==> src/rtl/period_meter_if.sv <==
// period_meter_if: groups the measured input and the measurement results.
//   sig_in       : asynchronous signal under measurement (driven by master)
//   period       : in_clk cycles between the last two rising edges
//   high_time    : in_clk cycles from that period's rising edge to its falling edge
//   period_valid : one-cycle strobe when period/high_time update
//   timeout      : level, set when no rising edge arrives for TIMEOUT cycles
// The meter itself connects through the slave modport.
interface period_meter_if #(
  parameter int CNT_W = 28
);
  logic             sig_in;
  logic [CNT_W-1:0] period;
  logic [CNT_W-1:0] high_time;
  logic             period_valid;
  logic             timeout;

  modport master (
    output sig_in,
    input  period, high_time, period_valid, timeout
  );

  modport slave (
    input  sig_in,
    output period, high_time, period_valid, timeout
  );
endinterface

==> src/rtl/period_meter.sv <==
// period_meter: measures period and high time of a slow asynchronous input in
// in_clk cycles; results update once per input period with a one-cycle strobe.
//   in_clk : system clock, all logic on its rising edge
//   rst_n  : synchronous active-low reset
//   pm     : period_meter_if slave (sig_in in; period, high_time,
//            period_valid, timeout out)
module period_meter #(
  parameter int               CNT_W   = 28,
  parameter logic [CNT_W-1:0] TIMEOUT = 28'd250000000
) (
  input  logic           in_clk,
  input  logic           rst_n,
  period_meter_if.slave  pm
);

  typedef enum logic [0:0] {WAIT_FIRST = 1'b0, MEASURE = 1'b1} state_t;

  logic             r_s1, r_s2, r_s3;
  logic             w_rise, w_fall;
  logic [CNT_W-1:0] r_cnt, r_hold;
  state_t           r_state, w_state_nxt;
  logic [CNT_W-1:0] r_period, w_period;
  logic [CNT_W-1:0] r_high, w_high;
  logic             r_valid, w_valid;
  logic             r_timeout, w_timeout;

  // s1/s2 resynchronise; s3 is only an edge-detect delay.
  assign w_rise = r_s2 & ~r_s3;
  assign w_fall = ~r_s2 & r_s3;

  always_ff @(posedge in_clk) begin
    if (!rst_n) begin
      r_s1      <= 1'b0;
      r_s2      <= 1'b0;
      r_s3      <= 1'b0;
      r_cnt     <= '0;
      r_hold    <= '0;
      r_state   <= WAIT_FIRST;
      r_period  <= '0;
      r_high    <= '0;
      r_valid   <= 1'b0;
      r_timeout <= 1'b0;
    end else begin
      r_s1 <= pm.sig_in;
      r_s2 <= r_s1;
      r_s3 <= r_s2;
      // Counter restarts at 1 so its value on the next rise is the distance.
      if (w_rise)
        r_cnt <= CNT_W'(1);
      else if (r_cnt != TIMEOUT)
        r_cnt <= r_cnt + CNT_W'(1);
      if (w_fall)
        r_hold <= r_cnt;
      r_state   <= w_state_nxt;
      r_period  <= w_period;
      r_high    <= w_high;
      r_valid   <= w_valid;
      r_timeout <= w_timeout;
    end
  end

  always_comb begin
    w_state_nxt = r_state;
    w_period    = r_period;
    w_high      = r_high;
    w_valid     = 1'b0;
    w_timeout   = r_timeout;
    case (r_state)
      WAIT_FIRST: begin
        // First rise only arms; there is no start point to measure from yet.
        if (w_rise)
          w_state_nxt = MEASURE;
      end
      MEASURE: begin
        // A rise on the saturation cycle takes priority over the timeout.
        if (w_rise) begin
          w_period  = r_cnt;
          w_high    = r_hold;
          w_valid   = 1'b1;
          w_timeout = 1'b0;
        end else if (r_cnt == TIMEOUT) begin
          w_timeout   = 1'b1;
          w_state_nxt = WAIT_FIRST;
        end
      end
      default: w_state_nxt = WAIT_FIRST;
    endcase
  end

  assign pm.period       = r_period;
  assign pm.high_time    = r_high;
  assign pm.period_valid = r_valid;
  assign pm.timeout      = r_timeout;

endmodule

==> src/flat_wrapper.sv <==
// flat-port wrapper written by rule: the top's interface ports become plain ports
module period_meter_flat 
#(
  parameter int               CNT_W   = 28,
  parameter logic [CNT_W-1:0] TIMEOUT = 28'd250000000
)
  (in_clk, rst_n, pm_sig_in, pm_period, pm_high_time, pm_period_valid, pm_timeout);
  period_meter_if #(.CNT_W(CNT_W)) pm_i ();
  input  logic in_clk;
  input  logic rst_n;
  input wire logic [$bits(pm_i.sig_in)-1:0] pm_sig_in;
  output wire logic [$bits(pm_i.period)-1:0] pm_period;
  output wire logic [$bits(pm_i.high_time)-1:0] pm_high_time;
  output wire logic [$bits(pm_i.period_valid)-1:0] pm_period_valid;
  output wire logic [$bits(pm_i.timeout)-1:0] pm_timeout;
  assign pm_i.sig_in = pm_sig_in;
  assign pm_period = pm_i.period;
  assign pm_high_time = pm_i.high_time;
  assign pm_period_valid = pm_i.period_valid;
  assign pm_timeout = pm_i.timeout;
  period_meter #(.CNT_W(CNT_W), .TIMEOUT(TIMEOUT)) u_core (.in_clk(in_clk), .rst_n(rst_n), .pm(pm_i));
endmodule
==> config.mk <==
export PLATFORM = sky130hd
export DESIGN_NAME = period_meter_flat
export DESIGN_NICKNAME = d
export VERILOG_FILES = /design/src/rtl/period_meter_if.sv /design/src/rtl/period_meter.sv /design/src/flat_wrapper.sv
export SDC_FILE = /design/constraint.sdc
export NUM_CORES = 1
export LEC_CHECK = 0
export ABC_CLOCK_PERIOD_IN_PS = 2160
export CORE_UTILIZATION = 48
export CTS_CLUSTER_DIAMETER = 100
export DETAILED_ROUTE_END_ITERATION = 10
export PLACE_DENSITY = 0.85
export SLEW_MARGIN = 20
export SYNTH_ARGS = -nofsm -noshare
export SYNTH_HDL_FRONTEND = slang
export SYNTH_SLANG_ARGS = --single-unit
==> constraint.sdc <==
create_clock -name in_clk -period 2.16 [get_ports in_clk]
set_clock_uncertainty 0.2 [all_clocks]
set_input_delay 0.324 -clock in_clk [delete_from_list [all_inputs] [get_ports in_clk]]
set_output_delay 0.324 -clock in_clk [all_outputs]
set_load 0.02 [all_outputs]
Yosys cells after proc, flatten, opt, wreduce, memory -nomap -nowiden
Index checks and enable logic that the tools add are counted.
- register bits after elaboration: 118
- output and inout bits: 58
- word-level logic and storage cells: 34
- add/subtract/negate cells: 1
- equality and inequality tests: 2
- muxes and demuxes: 8
- bitwise operators: 6
- reductions and logical operators: 6
- operators by type and width (kind ; count):
    $add A28 B1 Y28 const B ; 1
    $eq A28 B28 Y1 const B ; 1
    $ne A28 B28 Y1 const B ; 1
    $mux W1 ; 7
    $reduce_and A2 Y1 ; 3
    $not A1 Y1 ; 4
    $reduce_bool A2 Y1 ; 2
    $and A1 B1 Y1 ; 2
    $pmux W1 S2 ; 1
    $reduce_or A2 Y1 ; 1

Longest topological paths before layout
- word-level depth: 4
- depth in mapped cells: 6
- depth with buffers taken out: 6

Least setup slack after synthesis
No wires, ideal clock.
- kind: reg-to-reg
- start: register u_core.r_cnt[6]
- end: register u_core.r_cnt[22]
- arrival time: 1849 ps
- setup slack: 40 ps
- stages on the path, launching flop included: 7
- clock period less this slack: 2120 ps
- cells stage by stage: dfxtp_1 > clkbuf_1 > nand4_1 > or4_1 > buf_2 > or4_1 > a21oi_1
- word-level cells in the longest chain between the ends: 1
- elaborated cells between the ends (all ways): 2
- RTL lines (item ; line ; source):
    from (decl) ; period_meter.sv:20 ; logic [CNT_W-1:0] r_cnt, r_hold;
    from (signal assigned) ; period_meter.sv:51 ; r_cnt <= r_cnt + CNT_W'(1);
    $add A28 B1 Y28 / $ne A28 B28 Y1 (equally long branches) ; period_meter.sv:51, period_meter.sv:50 ;
Several ways; a longest one is shown, not always the timed one.
A chain may end at the register's enable or synchronous reset.

Worst setup path in the final report
- start: register u_core.r_cnt[0]
- end: register u_core.r_cnt[27]
The elaborated chain is that of the path after synthesis.

==> impl_metrics.py <==
metrics = {
    "yosys": {
        "yosys-top-cells-count": "dfxtp_1, nand2_1, a22o_1, clkbuf_1, a21boi_0",
        "ys.flop_type": "dfxtp_1",
        "synth-edff-count": 0,
        "synth.most_common_cell": "dfxtp_1",
        "yosys.area.top_type_share_pct": 54.2,
        "ys_types": 38,
        "synth_fp_nets": 452,
        "syn_inst": 447,
        "ys_ff_latch": 118,
        "synthTopCellsByArea": "dfxtp_1, a22o_1, nand2_1, a21boi_0, clkbuf_1",
        "ys_async_sr_fraction_pct": 0,
        "avgSynthCellArea_sq_um": 9.75,
        "yosys_warnings": 0,
        "syn_area_sq_um": 4360,
        "ys_seq_area_share_pct": 54.2,
        "yosys.area.top_type": "dfxtp_1",
    },
    "power": {
        "p_comb_share_pct": 2.1,
        "p_switching_mw": 1.11,
        "swShare_pct": 21.4,
        "p_int_mw": 4.06,
        "pwr-share-seq_pct": 42.5,
        "power.density_nw_per_um2": 885,
        "ir_drop_mv": 0.420,
        "clkPwrFrac_pct": 55.3,
        "leakagePower_nw": 2.09,
    },
    "clocking": {
        "h-tree-depth": 4,
        "cts_root_buf": "clkbuf_8",
        "clock_path_buffers": 2,
        "path_clk_slew_ns": 0.06,
        "post-cts-setup-buffers": 0,
        "insertion_delay_ns": 0.52,
        "cts_hold_buf": 0,
        "cts.sinks": 118,
        "cts_tree": "built",
        "cts_buffers": 17,
    },
    "routing": {
        "viasPerCell": 5.85,
        "wl_per_cell_um": 17.0,
        "firstDrtPassIters": 5,
        "route.detailed.drc": 0,
        "ant_nets": 0,
        "routed_wl_mm": 10.8,
        "num_vias": 3729,
        "drt_iter0_drc": 268,
    },
    "global_route": {
        "grt_usage_pct": 23.4,
        "grt_util_met3_pct": 5.11,
        "grt_pass1_vias": 3565,
        "grt_pass1_wl_mm": 17.6,
        "antenna_found_initial": 0,
        "gr-usage-met2_pct": 37.4,
        "gr-total-overflow": 0,
        "top_usage_layer": "met2",
        "grt_start_max_net_pins": 58,
        "met1_usage_pct": 30.4,
    },
    "sta": {
        "grt_setup_unrepaired": "false",
        "slew_headroom_pct": 67.9,
        "fin_tns_setup_ns": 0,
        "hold_viol": 0,
        "post-route-period-util_pct": 96.1,
        "min_period_ns": 2.08,
        "worstMarginPinSlew_ns": 0.477,
        "setup_viol": 0,
        "report.final.slew_viol_count": 0,
        "max_freq_mhz": 482,
        "hold_ws_ns": 0.195,
    },
    "worst_setup_path": {
        "cp_max_fo": 8,
        "r2r-end": "u_core.r_cnt[27]",
        "reg2reg_from": "u_core.r_cnt[0]",
        "worstSetupEndpointType": "flip-flop",
        "r2r_cells": 4,
        "rrSetupSlack_ns": 0.08,
        "worstSetupPathType": "flip-flop to flip-flop",
        "crit_arrival_ns": 2.33,
        "crit_required_ns": 2.41,
        "startpoint_type": "flip-flop",
    },
    "floorplan": {
        "die_h_um": 97.3,
        "num_rows": 34,
        "start_util_pct": 49.7,
        "boundaryPins": 61,
        "die_x_um": 97.3,
        "design.die.area_sq_um": 9460,
        "core-area_sq_um": 8760,
    },
    "final_layout": {
        "final_nets": 521,
        "stdcell_area_sq_um": 5840,
        "finish.utilization_pct": 66.6,
        "area_delta_synth_final_pct": 34.0,
        "drive_above_1_share_pct": 13.0,
        "diodes": 0,
    },
    "hold_path": {
        "hold_depth": 2,
        "hold-path-endpoint": "u_core.r_s1",
        "min-delay-start": "pm_sig_in",
        "min_path_type": "primary input to flip-flop",
    },
    "placed_design": {
        "hpwl_mm": 6.99,
        "dpl-instance-area_sq_um": 5210,
        "io_buffers": 60,
        "finalWeightedCongestion": 0.915,
    },
    "outcome": {
        "status": "completed",
    },
    "job": {
        "drv_cap": 0,
    },
}
-- flip-flops by register name, summed over array words and instances, names as in the netlist --
register and cells:
u_core.r_s1 1, u_core.pm.high_time 28, u_core.r_cnt 28, u_core.pm.period_valid 1, u_core.r_hold 28, u_core.r_s3 1, u_core.r_s2 1, u_core.r_state 1
u_core.pm.timeout 1, u_core.pm.period 28
-- worst max-delay path, cell delays in order (launching register included) --
cell     delay [ns]
dfxtp_1        0.47
nand4_1        0.20
or4_4          0.50
or4_1          0.49
a21oi_1        0.14
-- routing by layer --
layer	share of wire (%)	wire, um
met2	48	5160
met5	0	0
met1	45	4830
met3	5.9	641
met4	1.7	189
-- how the worst max path moves through the flow --
stage | from | depth (start not counted) | slack (ns) | endpoint
after floorplan | u_core.r_cnt[6] | 6 | 0.04 | u_core.r_cnt[22]
after global placement | u_core.r_cnt[5] | 4 | 0.10 | u_core.r_cnt[22]
after detailed placement | u_core.r_cnt[0] | 4 | 0.04 | u_core.r_cnt[27]
after CTS | u_core.r_cnt[0] | 4 | 0.03 | u_core.r_cnt[27]
after global routing | u_core.r_cnt[0] | 6 | 0.01 | u_core.pm.timeout
final | u_core.r_cnt[0] | 4 | 0.08 | u_core.r_cnt[27]
-- layout by cell type (no fill, tap or decap), types with 2 or more instances in the layout --
master,count
o21ba_2,2
inv_6,4
nor4bb_1,2
or4_1,6
and2_1,5
nor2_1,10
nand2b_1,3
clkinv_2,2
a21boi_0,29
dfxtp_1,118
buf_4,25
o31ai_1,8
nor3_1,5
and4_1,2
clkdlybuf4s50_1,60
nand4b_1,2
and3_1,2
a21oi_1,16
bufinv_16,3
inv_1,5
or4_4,2
nor2b_1,2
xor2_1,9
nand4_1,10
o21a_1,2
clkinv_4,3
ha_1,2
o21ai_0,8
clkbuf_16,16
or3_1,7
buf_12,3
a22o_1,56
nand3_1,10
clkbuf_8,3
nor4_1,3
nand2_1,70
-- power by group through the flow --
stage          clock network [mW]  registers (mW)  logic (mW)
3_3_place_gp                    0            2.24       0.104
6_report                     2.86            2.20       0.110
5_1_grt                      2.98            2.20       0.119
4_1_cts                      2.86            2.20       0.109
3_5_place_dp                    0            2.24       0.107
2_1_floorplan                   0            2.24      0.0718
-- layout make-up --
type	count	area [sq um]
Tap cell	108	135
Clock buffer	19	442
Inverter	5	18.8
Clock inverter	13	169
Multi-Input combinational cell	286	1860
Fill cell	613	2930
Sequential cell	118	2360
Timing Repair Buffer	88	848
-- per-stage QoR --
step                total power, mW  worst slack [ns]  instances
global placement               2.35             0.103        605
detailed placement             2.35            0.0381        605
global route                   5.30            0.0123        637
CTS                            5.17            0.0327        637
finish                         5.17            0.0849        637
floorplan                      2.31            0.0401        447
-- kinds of logic after synthesis --
| logic type | Yosys count | share of synthesized area (%) |
|---|---|---|
| AND/OR/NAND/NOR | 150 | 17.6 |
| AO/OA/AOI/OAI | 124 | 21.8 |
| flip-flops | 118 | 54.2 |
| buffers and inverters | 43 | 3.79 |
| XOR/XNOR | 10 | 2.01 |
| adder cells (fa/ha/maj) | 2 | 0.574 |
-- repair_timing --
item / CTS / global route
endpoints found under the hold margin: 0 / 0
endpoints found under the setup margin: 1 / 4
gates resized for setup: 1 / 3
No activity file was read; power rests on OpenSTA's default activity.
